<file path="src/rtl/fft_pkg.sv">
// Shared defaults, scheduler state encoding and a constant clog2 helper for the FFT butterfly scheduler.
package fft_pkg;

   localparam int unsigned LOG2N_DEF = 4;
   localparam int unsigned DW_DEF    = 24;

   typedef enum logic [2:0] {
      S_IDLE  = 3'd0,
      S_RUN   = 3'd1,
      S_GAP   = 3'd2,
      S_DRAIN = 3'd3,
      S_DONE  = 3'd4
   } state_t;

   function automatic int unsigned clog2(input int unsigned v);
      int unsigned r;
      r = 0;
      while ((32'd1 << r) < v) r = r + 1;
      return r;
   endfunction

endpackage

</file>
<file path="src/rtl/fft_addr_gen.sv">
// DIF butterfly address/twiddle generator: inserts a zero bit into k at position LOG2N-1-stage
// to form the top operand, pairs it with the operand one span above, and scales the twiddle by stage.
module fft_addr_gen
   import fft_pkg::*;
#(
   parameter  int unsigned LOG2N = LOG2N_DEF,
   localparam int unsigned SW    = clog2(LOG2N),
   localparam int unsigned KW    = LOG2N - 1
) (
   input  logic [KW-1:0]    i_k,
   input  logic [SW-1:0]    i_stage,
   output logic [LOG2N-1:0] o_addr_a,
   output logic [LOG2N-1:0] o_addr_b,
   output logic [KW-1:0]    o_tw
);

   logic [LOG2N-1:0] w_k_ext;
   logic [LOG2N-1:0] w_span;
   logic [LOG2N-1:0] w_mask;
   logic [LOG2N-1:0] w_low;
   logic [LOG2N-1:0] w_addr_a;

   assign w_k_ext  = {1'b0, i_k};
   assign w_span   = LOG2N'(1) << (LOG2N'(LOG2N - 1) - LOG2N'(i_stage));
   assign w_mask   = w_span - LOG2N'(1);
   assign w_low    = w_k_ext & w_mask;
   // Bits of k above the insertion point move up by one to open the zero slot.
   assign w_addr_a = ((w_k_ext & ~w_mask) << 1) | w_low;

   assign o_addr_a = w_addr_a;
   assign o_addr_b = w_addr_a | w_span;
   assign o_tw     = KW'(w_low << i_stage);

endmodule

</file>
<file path="src/rtl/fft_bfly_sched.sv">
// In-place radix-2 DIF FFT scheduler: walks stages and butterfly pairs, issues reads, writes the
// Butterfly results back one cycle later, and inserts a bubble between stages for RAW safety.
module fft_bfly_sched
   import fft_pkg::*;
#(
   parameter  int unsigned LOG2N = LOG2N_DEF,
   parameter  int unsigned DW    = DW_DEF,
   localparam int unsigned SW    = clog2(LOG2N),
   localparam int unsigned KW    = LOG2N - 1
) (
   input  logic             clk,
   input  logic             rst,
   input  logic             start,
   input  logic             abort,
   output logic             busy,
   output logic             done,
   output logic             rd_en,
   output logic [LOG2N-1:0] rd_addr_a,
   output logic [LOG2N-1:0] rd_addr_b,
   input  logic [DW-1:0]    rd_data_a,
   input  logic [DW-1:0]    rd_data_b,
   output logic [DW-1:0]    bf_a,
   output logic [DW-1:0]    bf_b,
   input  logic [DW-1:0]    bf_c1,
   input  logic [DW-1:0]    bf_c2,
   output logic             wr_en,
   output logic [LOG2N-1:0] wr_addr_a,
   output logic [LOG2N-1:0] wr_addr_b,
   output logic [DW-1:0]    wr_data_a,
   output logic [DW-1:0]    wr_data_b,
   output logic [KW-1:0]    tw_idx,
   output logic [SW-1:0]    stage
);

   localparam logic [KW-1:0] K_LAST     = {KW{1'b1}};
   localparam logic [SW-1:0] STAGE_LAST = SW'(LOG2N - 1);

   state_t           r_state;
   logic [KW-1:0]    r_k;
   logic [SW-1:0]    r_stage;
   logic             r_busy;
   logic             r_done;
   logic             r_rd_en;
   logic [LOG2N-1:0] r_rd_addr_a;
   logic [LOG2N-1:0] r_rd_addr_b;
   logic [KW-1:0]    r_rd_tw;
   logic             r_wr_en;
   logic [LOG2N-1:0] r_wr_addr_a;
   logic [LOG2N-1:0] r_wr_addr_b;
   logic [KW-1:0]    r_tw;

   logic [KW-1:0]    w_gen_k;
   logic [SW-1:0]    w_gen_stage;
   logic [LOG2N-1:0] w_gen_a;
   logic [LOG2N-1:0] w_gen_b;
   logic [KW-1:0]    w_gen_tw;

   // Generator looks at the pair that will be issued on the coming edge.
   assign w_gen_k     = (r_state == S_RUN) ? KW'(r_k + KW'(1)) : '0;
   assign w_gen_stage = (r_state == S_GAP) ? SW'(r_stage + SW'(1)) :
                        (r_state == S_RUN) ? r_stage : '0;

   fft_addr_gen #(.LOG2N(LOG2N)) u_addr_gen (
      .i_k      (w_gen_k),
      .i_stage  (w_gen_stage),
      .o_addr_a (w_gen_a),
      .o_addr_b (w_gen_b),
      .o_tw     (w_gen_tw)
   );

   always_ff @(posedge clk or posedge rst) begin
      if (rst) begin
         r_state     <= S_IDLE;
         r_k         <= '0;
         r_stage     <= '0;
         r_busy      <= 1'b0;
         r_done      <= 1'b0;
         r_rd_en     <= 1'b0;
         r_rd_addr_a <= '0;
         r_rd_addr_b <= '0;
         r_rd_tw     <= '0;
         r_wr_en     <= 1'b0;
         r_wr_addr_a <= '0;
         r_wr_addr_b <= '0;
         r_tw        <= '0;
      end else begin
         r_done      <= 1'b0;
         r_rd_en     <= 1'b0;
         r_wr_en     <= r_rd_en;
         r_wr_addr_a <= r_rd_addr_a;
         r_wr_addr_b <= r_rd_addr_b;
         r_tw        <= r_rd_tw;
         if (abort) begin
            r_state <= S_IDLE;
            r_busy  <= 1'b0;
            r_wr_en <= 1'b0;
         end else begin
            case (r_state)
               S_IDLE: begin
                  if (start) begin
                     r_state     <= S_RUN;
                     r_busy      <= 1'b1;
                     r_k         <= '0;
                     r_stage     <= '0;
                     r_rd_en     <= 1'b1;
                     r_rd_addr_a <= w_gen_a;
                     r_rd_addr_b <= w_gen_b;
                     r_rd_tw     <= w_gen_tw;
                  end
               end
               S_RUN: begin
                  if (r_k == K_LAST) begin
                     r_state <= (r_stage == STAGE_LAST) ? S_DRAIN : S_GAP;
                  end else begin
                     r_k         <= w_gen_k;
                     r_rd_en     <= 1'b1;
                     r_rd_addr_a <= w_gen_a;
                     r_rd_addr_b <= w_gen_b;
                     r_rd_tw     <= w_gen_tw;
                  end
               end
               S_GAP: begin
                  r_state     <= S_RUN;
                  r_stage     <= w_gen_stage;
                  r_k         <= '0;
                  r_rd_en     <= 1'b1;
                  r_rd_addr_a <= w_gen_a;
                  r_rd_addr_b <= w_gen_b;
                  r_rd_tw     <= w_gen_tw;
               end
               S_DRAIN: begin
                  r_state <= S_DONE;
                  r_done  <= 1'b1;
               end
               S_DONE: begin
                  r_state <= S_IDLE;
                  r_busy  <= 1'b0;
               end
               default: r_state <= S_IDLE;
            endcase
         end
      end
   end

   assign busy      = r_busy;
   assign done      = r_done;
   assign rd_en     = r_rd_en;
   assign rd_addr_a = r_rd_addr_a;
   assign rd_addr_b = r_rd_addr_b;
   assign wr_en     = r_wr_en;
   assign wr_addr_a = r_wr_addr_a;
   assign wr_addr_b = r_wr_addr_b;
   assign tw_idx    = r_tw;
   assign stage     = r_stage;

   assign bf_a      = rd_data_a;
   assign bf_b      = rd_data_b;
   assign wr_data_a = bf_c1;
   assign wr_data_b = bf_c2;

endmodule

</file>
<file path="config.mk">
export PLATFORM = sky130hd
export DESIGN_NAME = fft_bfly_sched
export DESIGN_NICKNAME = d
export VERILOG_FILES = /design/src/rtl/fft_pkg.sv /design/src/rtl/fft_addr_gen.sv /design/src/rtl/fft_bfly_sched.sv
export SDC_FILE = /design/constraint.sdc
export NUM_CORES = 1
export LEC_CHECK = 0
export ABC_AREA = 1
export CORE_MARGIN = 2
export CORE_UTILIZATION = 27
export DETAILED_ROUTE_END_ITERATION = 8
export PLACE_DENSITY = 0.88
export SETUP_SLACK_MARGIN = 0.5
export SKIP_LAST_GASP = 1
export SYNTH_ARGS = -nofsm -noshare
export SYNTH_HDL_FRONTEND = slang
export SYNTH_HIERARCHICAL = 1
export SYNTH_SLANG_ARGS = --single-unit
</file>
<file path="constraint.sdc">
create_clock -name clk -period 1.8 [get_ports clk]
set_input_delay 0.18 -clock clk [delete_from_list [all_inputs] [get_ports clk]]
set_output_delay 0.18 -clock clk [all_outputs]
set_load 0.005 [all_outputs]
</file>
* Yosys cells after proc, flatten, opt, wreduce, memory -nomap -nowiden
Cells that the tools add are included.
** Word-level totals
- Bits in registers :: 34
- Input bits :: 100
- Output and inout port bits :: 121
- Logic and storage cells :: 75
** Operators by class
- Add/subtract/negate cells :: 4
- Equality and inequality tests :: 10
- Shift operators :: 2
- Mux-type cells :: 32
- Bitwise gates (word level) :: 6
- Reductions and logical operators :: 8
** Operators with widths (number)
- 2-to-1 mux 3 bit :: 8
- case mux 4 bit (3 select lines) :: 2
- case mux 3 bit (3 select lines) :: 2
- 2-to-1 mux 4 bit :: 4
- case mux 3 bit (4 select lines) :: 1
- 2-to-1 mux 1 bit :: 9
- OR 4 bit :: 2
- == test 3 x 2 -> 1 bit, second input constant :: 2
- == test 3 bit, second input constant :: 2
- 2-to-1 mux 2 bit :: 3
- nonzero test 3 bit :: 2
- bitwise AND 3 x 4 -> 4 bit :: 1
- inequality test 2 bit, second input constant :: 2
- case mux 2 bit (2 select lines) :: 1
- AND reduction 2 bit :: 2
- AND reduction 4 bit :: 1
- left shift 1 x 4 -> 4 bit, first input constant :: 1
- left shift 4 x 2 -> 3 bit :: 1
- subtractor 4 x 1 -> 4 bit, second input constant :: 1
- adder 3 x 1 -> 3 bit, second input constant :: 1
- bitwise AND 3 bit :: 1
- == test 3 x 1 -> 1 bit, second input constant :: 1
- zero test 3 bit :: 1
- inequality test 3 x 2 -> 1 bit, second input constant :: 1
- 10 further kinds :: 10

* Logic depth before layout (Yosys ltp)
Gate-level depths: netlist of run 1.
- Word-level depth :: 12
- Depth in mapped cells :: 9
- Mapped depth without buffers :: 9

* Modules after synthesis
Netlist of run 1, hierarchy kept.
** By module, submodules not included
- fft_bfly_sched :: times used 1, cells each 235, area an instance 2114.5 µm², seq. area each 850.8 µm²
- fft_addr_gen :: times used 1, cells each 26, area an instance 111.4 µm², seq. area each 0.0 µm²

* Worst setup path after synthesis of run 1
Ideal clock, no wire load.
- Path type :: register to register
- From :: register r_state[2]
- To :: register r_rd_tw[2]
- Library setup time :: 116 ps
- Arrival :: 1550 ps
- Required time :: 1684 ps
- Setup slack :: 134 ps
- Stages on the path, launching flop included :: 10
- Buffers on the path :: 1
- Clock period less this slack :: 1666 ps
- Cells stage by stage :: dfrtp_1 -> buf_6 -> nor2_4 -> nand2_1 -> o21ai_0 -> inv_1 -> nand3_1 -> nand3_1 -> nand3_1 -> nand2_1
** Between the ends
- Cells in the longest elaborated chain, start to end :: 10
- Elaborated cells on any way between the ends :: 18
- Those cells by class :: add/sub (2); eq/ne (4); shift (2); mux (6); bitwise (1); reduce/logical (3)
** RTL lines
- from (decl) :: line fft_bfly_sched.sv:38 : state_t r_state;
- from (signal assigned) :: line fft_bfly_sched.sv:113 : r_state <= (r_stage == STAGE_LAST) ? S_DRAIN : S_GAP;
- == test 3 x 1 -> 1 bit :: line fft_bfly_sched.sv:61 : (r_state == S_RUN) ? r_stage : '0;
- 2-to-1 mux 2 bit :: line fft_bfly_sched.sv:61
- 2-to-1 mux 2 bit (*) :: line fft_bfly_sched.sv:60 : assign w_gen_stage = (r_state == S_GAP) ? SW'(r_stage + SW'(1)) :
- named net w_gen_stage[0] :: line fft_bfly_sched.sv:53 : logic [SW-1:0] w_gen_stage;
- subtractor 2 x 2 -> 3 bit :: line fft_addr_gen.sv:24 : assign w_span = LOG2N'(1) << (LOG2N'(LOG2N - 1) - LOG2N'(i_stage));
- left shift 1 x 4 -> 4 bit :: line fft_addr_gen.sv:24
- subtractor 4 x 1 -> 4 bit :: line fft_addr_gen.sv:25 : assign w_mask = w_span - LOG2N'(1);
- bitwise AND 3 x 4 -> 4 bit :: line fft_addr_gen.sv:26 : assign w_low = w_k_ext & w_mask;
- left shift 4 x 2 -> 3 bit (*) :: line fft_addr_gen.sv:32 : assign o_tw = KW'(w_low << i_stage);
- named net w_gen_tw[2] :: line fft_bfly_sched.sv:56 : logic [KW-1:0] w_gen_tw;
- 2-to-1 mux 3 bit, on equally long branches :: line fft_bfly_sched.sv:112, fft_bfly_sched.sv:100
- case mux 3 bit (3 select lines) (*) :: line fft_bfly_sched.sv:98 : case (r_state)
- to (signal assigned) :: line fft_bfly_sched.sv:108 : r_rd_tw <= w_gen_tw;
- to (signal assigned) :: line fft_bfly_sched.sv:119 : r_rd_tw <= w_gen_tw;
- to (signal assigned) :: line fft_bfly_sched.sv:129 : r_rd_tw <= w_gen_tw;
- to (decl) :: line fft_bfly_sched.sv:46 : logic [KW-1:0] r_rd_tw;
The timed path passes the listed nets; every way through them passes the cells marked *. The select of a mux whose other input is x is not followed.
A chain may end at the register's enable or synchronous reset.

* Final worst setup path of run 1
- From :: register r_state[2]
- To :: register r_rd_addr_b[1] (netlist: rd_addr_b[1])
** Between the ends
- Cells in the longest elaborated chain, start to end :: 12
- Elaborated cells on any way between the ends :: 21
- Those cells by class :: add/sub (2); eq/ne (4); shift (1); mux (6); bitwise (5); reduce/logical (3)
** RTL lines
- == test 3 x 1 -> 1 bit :: line fft_bfly_sched.sv:61
- 2-to-1 mux 2 bit :: line fft_bfly_sched.sv:61
- 2-to-1 mux 2 bit (*) :: line fft_bfly_sched.sv:60
- named net w_gen_stage[1] :: line fft_bfly_sched.sv:53
- subtractor 2 x 2 -> 3 bit (*) :: line fft_addr_gen.sv:24
- left shift 1 x 4 -> 4 bit (*) :: line fft_addr_gen.sv:24
- subtractor 4 x 1 -> 4 bit :: line fft_addr_gen.sv:25
- NOT 3 bit :: line fft_addr_gen.sv:28 : assign w_addr_a = ((w_k_ext & ~w_mask) << 1) | w_low;
- bitwise AND 3 bit :: line fft_addr_gen.sv:28
- OR 4 bit :: line fft_addr_gen.sv:28
- OR 4 bit (*) :: line fft_addr_gen.sv:31 : assign o_addr_b = w_addr_a | w_span;
- named net w_gen_b[1] :: line fft_bfly_sched.sv:55 : logic [LOG2N-1:0] w_gen_b;
- 2-to-1 mux 4 bit, on equally long branches :: line fft_bfly_sched.sv:112, fft_bfly_sched.sv:100
- case mux 4 bit (3 select lines) (*) :: line fft_bfly_sched.sv:98
- to (signal assigned) :: line fft_bfly_sched.sv:107 : r_rd_addr_b <= w_gen_b;
- to (signal assigned) :: line fft_bfly_sched.sv:118 : r_rd_addr_b <= w_gen_b;
- to (signal assigned) :: line fft_bfly_sched.sv:128 : r_rd_addr_b <= w_gen_b;
- to (decl) :: line fft_bfly_sched.sv:45 : logic [LOG2N-1:0] r_rd_addr_b;
Marked as above.

==> results.py, run 1 <==
metrics = {
    "routing": {
        "wire_per_inst_um": 23.5,
        "drt-total-wl_um": 7640,
        "ant_nets": 0,
        "vias": 1506,
        "dr.pass1.iters": 5,
        "drt_iter0_drc": 82,
        "via_per_inst": 4.63,
        "drc": 0,
    },
    "synthesis": {
        "synth.area.top_cells": "dfrtp_1 38%, buf_4 32%, nand2_1 7.9%",
        "synthDistinctLibCells": 24,
        "synth_cells": 261,
        "yosysTopAreaCell": "dfrtp_1",
        "syn_avg_cell_area_um2": 8.53,
        "syn_nets": 364,
        "synth_top_area_share_pct": 38.2,
        "ys.warnings.count": 6,
        "synth_area_um2": 2230,
        "synth_seq_area_share_pct": 38.2,
        "synth.ff_latch_count": 34,
    },
    "cts": {
        "clock-sinks": 34,
        "cts_hold_buf": 0,
        "cts-root-buf": "clkbuf_8",
        "ctsLongestPathBuffers": 2,
        "clkTransAtPathRegs_ns": 0.07,
        "numCtsBuffers": 5,
        "ctsHtreeMaxLevel": 2,
        "cts_tree": "built",
        "insertion_delay_ns": 0.29,
    },
    "floorplan": {
        "die_area_um2": 8990,
        "die_x_um": 94.8,
        "core-area_um2": 8090,
        "start_util_pct": 27.5,
        "pin_count": 221,
        "die_h_um": 94.8,
        "num_rows": 33,
    },
    "layout": {
        "stdcell_area_um2": 2290,
        "syn_to_final_growth_pct": 2.87,
        "nets": 323,
        "n_fill_cell": 832,
        "final_cell_mix": "39 x nand2_1, 31 x dfrtp_1, 23 x nand3_1",
        "drive_gt1_share_pct": 33.2,
        "n_antenna_cell": 0,
        "final_common_cell": "nand2_1",
        "multi_input_area_um2": 652,
        "register_area_um2": 855,
        "fin_util_pct": 28.3,
    },
    "setup_path": {
        "worstPathRequired_ns": 1.97,
        "crit_path_end_kind": "flip-flop",
        "critPathMaxFanout": 7,
        "slowest_stage": "dfrtp_2",
        "cp-start-kind": "flip-flop",
        "cpPeakStageDelay_ns": 0.46,
        "crit_arrival_ns": 1.65,
        "critPathKind": "reg -> reg",
        "path_cells": "nor3_4 > nand2_2 > nand2_4 > inv_2 > nand2_1 > nand3_1 > nand3_1 > nand2_1",
        "reg2reg_slack_ns": 0.33,
    },
    "timing": {
        "tightest_slew_ns": 0.423,
        "relSlewSlack_pct": 71.8,
        "final-setup-viol-count": 0,
        "setup_tns_ns": 0,
        "max_clock_freq_mhz": 679,
        "finalHoldViolCount": 0,
        "period_share_pct": 81.8,
        "slew_violations": 0,
        "rsz0062_at_grt": "true",
        "finalCriticalPeriod_ns": 1.47,
        "fin_worst_skew_ns": 0.00732,
    },
    "global_routing": {
        "grt_pass1_wl_um": 9670,
        "grt_max_degree": 35,
        "antenna_found_initial": 0,
        "grtUsageTotal_pct": 15.6,
        "grt_pass1_vias": 1366,
        "overflow": 0,
    },
    "worst_hold_path": {
        "holdCritPathClass": "in -> async",
    },
    "power_and_ir_drop": {
        "power_density_nw_per_um2": 1040,
        "leakagePower_nw": 1.32,
        "ir_drop_mv": 0.343,
    },
    "flow_run": {
        "drv_cap": 0,
    },
    "place": {
        "hpwlAfterDp_um": 5950,
        "postPlaceCellArea_um2": 1910,
        "numPortBuffers": 28,
        "place_congestion": 0.849,
    },
    "outcome": {
        "status": "completed",
    },
}
## critical path, delay by kind of cell, from the launching register on
family / cells / cell delay, ns
and+or+nand+nor: 7 / 0.80
buffers and inverters: 1 / 0.08
DFF: 1 / 0.46
## synthesized netlist by cell type
| master | number |
|---|---|
| nand2_4 | 2 |
| o21ai_1 | 2 |
| ha_1 | 3 |
| o211ai_1 | 1 |
| buf_4 | 96 |
| nand2_2 | 3 |
| nand3_1 | 25 |
| dfrtp_1 | 34 |
| nand3_2 | 1 |
| buf_2 | 1 |
| o21ai_2 | 1 |
| nor2_2 | 2 |
| nand4_1 | 1 |
| a21oi_1 | 2 |
| nor3_2 | 1 |
| inv_2 | 1 |
| nor2_4 | 1 |
| nor2_1 | 10 |
| o21ai_0 | 3 |
| inv_1 | 17 |
| buf_6 | 4 |
| clkinv_2 | 1 |
| nand2_1 | 47 |
| nor4_1 | 2 |
## state kept, by name, summed over array words and instances, names as in the netlist, 2 cells and up
signal,cells
stage,2
wr_addr_a,4
rd_addr_b,4
r_state,3
r_k,3
r_rd_tw,3
rd_addr_a,4
wr_addr_b,4
tw_idx,3
## power by group
group	total (W)	switching, W	internal (W)
logic	0.000826	0.000408	0.000418
registers	0.00103	0.0000856	0.000945
clock network	0.000523	0.000264	0.000259
## cell families after synthesis
| group | count (synthesis) | share of synthesized area (%) |
|---|---|---|
| AO/OA/AOI/OAI | 9 | 2.30 |
| adder cells (fa/ha/maj) | 3 | 1.69 |
| buffers and inverters | 120 | 37.9 |
| flip-flops | 34 | 38.2 |
| AND/OR/NAND/NOR | 95 | 19.9 |
## stage by stage
step | worst slack [ns] | hold WS, ns | cells | power [W]
2_1_floorplan | 0.442 | 0.245 | 261 | 0.00157
6_report | 0.328 | 0.295 | 325 | 0.00238
5_1_grt | 0.235 | 0.360 | 325 | 0.00253
4_1_cts | 0.341 | 0.310 | 316 | 0.00233
3_5_place_dp | 0.221 | 0.360 | 294 | 0.00172
3_3_place_gp | 0.294 | 0.360 | 294 | 0.00168
## what timing repair did
action / CTS / global route
setup endpoints to repair: 30 / 30
pin swaps: 15 / 4
setup buffers: 15 / 9
gates resized for setup: 26 / 31
## area by class of cell
class                   count  area share (%)
clock buffers               5            3.01
multi-input cells         107            28.5
inverters                  19            3.22
well taps                 105            5.74
flip-flops and latches     34            37.3
repair buffers             53            21.8
clock inverters             2           0.437
## per-layer routing
| metal | share of wire (%) | track usage [%] | vias to the layer above | routed length [um] |
|---|---|---|---|---|
| met2 | 49 | 25.1 | 191 | 3710 |
| met1 | 20 | 8.47 | 665 | 1500 |
| met3 | 29 | 23.0 | 11 | 2220 |
| met4 | 1.5 | 3.99 | 4 | 111 |
| li1 | - | - | 635 | - |
| met5 | 1.2 | 7.74 | - | 93 |
## path summary, 6_finish.rpt
check,from,end,cells after the start
worst max-delay path,r_state[2],rd_addr_b[1],8
worst min-delay path,rst,busy,3
worst max register to register,r_state[2],rd_addr_b[1],8
worst min register to register,r_rd_tw[1],tw_idx[1],0
max in group asynchronous,rst,r_state[1],3
min in group clk,rd_data_a[6],bf_a[6],0
(Power assumes the default switching activity.)
==> inputs of run 2 (changes only) <==
CORE_UTILIZATION = 30   (was 27)
PLACE_DENSITY = 0.92   (was 0.88)
clock period = 1.5 ns   (was 1.8 ns; I/O delays follow)
==> results.py, run 2 (synthesis results as in run 1) <==
metrics = {
    "timing": {
        "finalHoldViolCount": 0,
        "fin_ws_ns": -0.00448,
        "max_clock_freq_mhz": 665,
        "final-setup-viol-count": 2,
        "fin_worst_skew_ns": 0.00523,
        "tightest_slew_ns": 0.424,
        "slew_violations": 0,
        "finalCriticalPeriod_ns": 1.50,
        "period_share_pct": 100,
        "relSlewSlack_pct": 71.7,
        "rsz0062_at_grt": "true",
    },
    "floorplan": {
        "core-area_um2": 7210,
        "pin_count": 221,
        "die_area_um2": 8120,
        "start_util_pct": 30.9,
        "die_h_um": 90.1,
        "num_rows": 31,
        "die_x_um": 90.1,
    },
    "layout": {
        "nets": 332,
        "stdcell_area_um2": 2310,
        "n_fill_cell": 755,
        "drive_gt1_share_pct": 49.1,
        "final_cell_mix": "41 x nand2_1, 31 x dfrtp_1, 26 x buf_4",
        "fin_cells": 329,
        "final_common_cell": "nand2_1",
        "register_area_um2": 855,
        "n_antenna_cell": 0,
        "syn_to_final_growth_pct": 3.88,
        "multi_input_area_um2": 726,
    },
    "global_routing": {
        "grt_pass1_wl_um": 11700,
        "grt_pass1_vias": 1603,
        "antenna_found_initial": 0,
        "grt_max_degree": 35,
        "grtUsageTotal_pct": 20.1,
        "overflow": 0,
    },
    "routing": {
        "via_per_inst": 4.78,
        "wire_per_inst_um": 26.0,
        "vias": 1574,
        "ant_nets": 0,
        "drc": 0,
        "drt-total-wl_um": 8550,
        "drt_iter0_drc": 100,
        "dr.pass1.iters": 4,
    },
    "place": {
        "placedCellCount": 297,
        "place_congestion": 1.01,
        "hpwlAfterDp_um": 6400,
        "postPlaceCellArea_um2": 1970,
        "numPortBuffers": 28,
    },
    "worst_hold_path": {
        "holdCritPathClass": "in -> async",
    },
    "cts": {
        "cts-root-buf": "clkbuf_8",
        "cts_tree": "built",
        "clkTransAtPathRegs_ns": 0.07,
        "clock-sinks": 34,
        "numCtsBuffers": 5,
        "insertion_delay_ns": 0.29,
        "ctsHtreeMaxLevel": 2,
        "ctsLongestPathBuffers": 2,
    },
    "power_and_ir_drop": {
        "power_density_nw_per_um2": 1310,
        "leakagePower_nw": 1.20,
        "ir_drop_mv": 0.373,
    },
    "flow_run": {
        "drv_cap": 0,
    },
    "setup_path": {
        "cp-start-kind": "flip-flop",
        "critPathMaxFanout": 6,
        "worstPathRequired_ns": 1.69,
        "critPathKind": "reg -> reg",
        "crit_path_end_kind": "flip-flop",
        "crit_arrival_ns": 1.69,
    },
    "outcome": {
        "status": "complete, but fails checks",
        "violations": "negative setup slack",
    },
}
-- run 2: layout make-up --
cell class / count / share of cell area [%]
timing repair buffer: 61 / 18.7
inverter: 19 / 3.46
clock inverter: 2 / 0.541
tap: 99 / 5.36
clock buffer: 6 / 3.57
sequential: 34 / 37.0
multi-input combinational: 108 / 31.4
-- run 2: stage by stage --
stage               total power, W  TNS (ns)  setup slack, ns  util, %  hold WS (ns)
global route               0.00319    -0.631          -0.0878     32.0         0.300
global placement           0.00207         0           0.0820     27.4         0.300
CTS                        0.00292         0           0.0828     30.8         0.283
floorplan                  0.00189         0            0.142        -         0.215
finish                     0.00303  -0.00894         -0.00448     32.0         0.259
detailed placement         0.00211    -0.130          -0.0684     27.4         0.300
-- run 2: final timing paths --
check	cells past startpoint	to	slack, ns	startpoint
setup / recovery	8	rd_addr_a[2]	-0.004	r_state[1]
hold / removal	3	wr_en	0.26	rst
setup reg to reg	8	rd_addr_a[2]	-0.004	r_state[1]
hold reg to reg	0	tw_idx[1]	0.38	r_rd_tw[1]
max in group asynchronous	3	r_state[0]	0.91	rst
min in group clk	0	wr_data_a[5]	0.30	bf_c1[5]
-- run 2: worst max-delay path, stage by stage, from the launching register on --
cell	delay, ns
dfrtp_2	0.45
nor2_4	0.17
nand2_4	0.10
o21ai_4	0.27
nor2_4	0.09
nand2_2	0.10
nand2_1	0.09
nand3_2	0.07
nand2_1	0.04
-- run 2: power breakdown --
group	switching (W)	internal (W)	leakage, nW
clock	0.000347	0.000369	0.0472
sequential	0.000106	0.00113	0.451
combinational	0.000573	0.000497	0.699
total	0.00103	0.00200	1.20
-- run 2: repair_timing --
item | 4_1_cts | 5_1_grt
gates cloned | 1 | 0
pin swaps | 21 | 10
gates resized for setup | 129 | 16
hold buffers | 0 | 0
setup buffers | 16 | 7
endpoints found under the hold margin | 0 | 0
setup endpoints to repair | 46 | 28
-- run 2: routing by layer --
metal / vias to the layer above / wire, um / global-route usage, % / part of all wire [%]
met5: - / 0 / 1.28 / 0
met4: 0 / 192 / 5.13 / 2.2
met3: 16 / 2170 / 24.7 / 25
met2: 174 / 4200 / 33.6 / 49
met1: 732 / 1980 / 13.6 / 23
li1: 652 / - / - / -
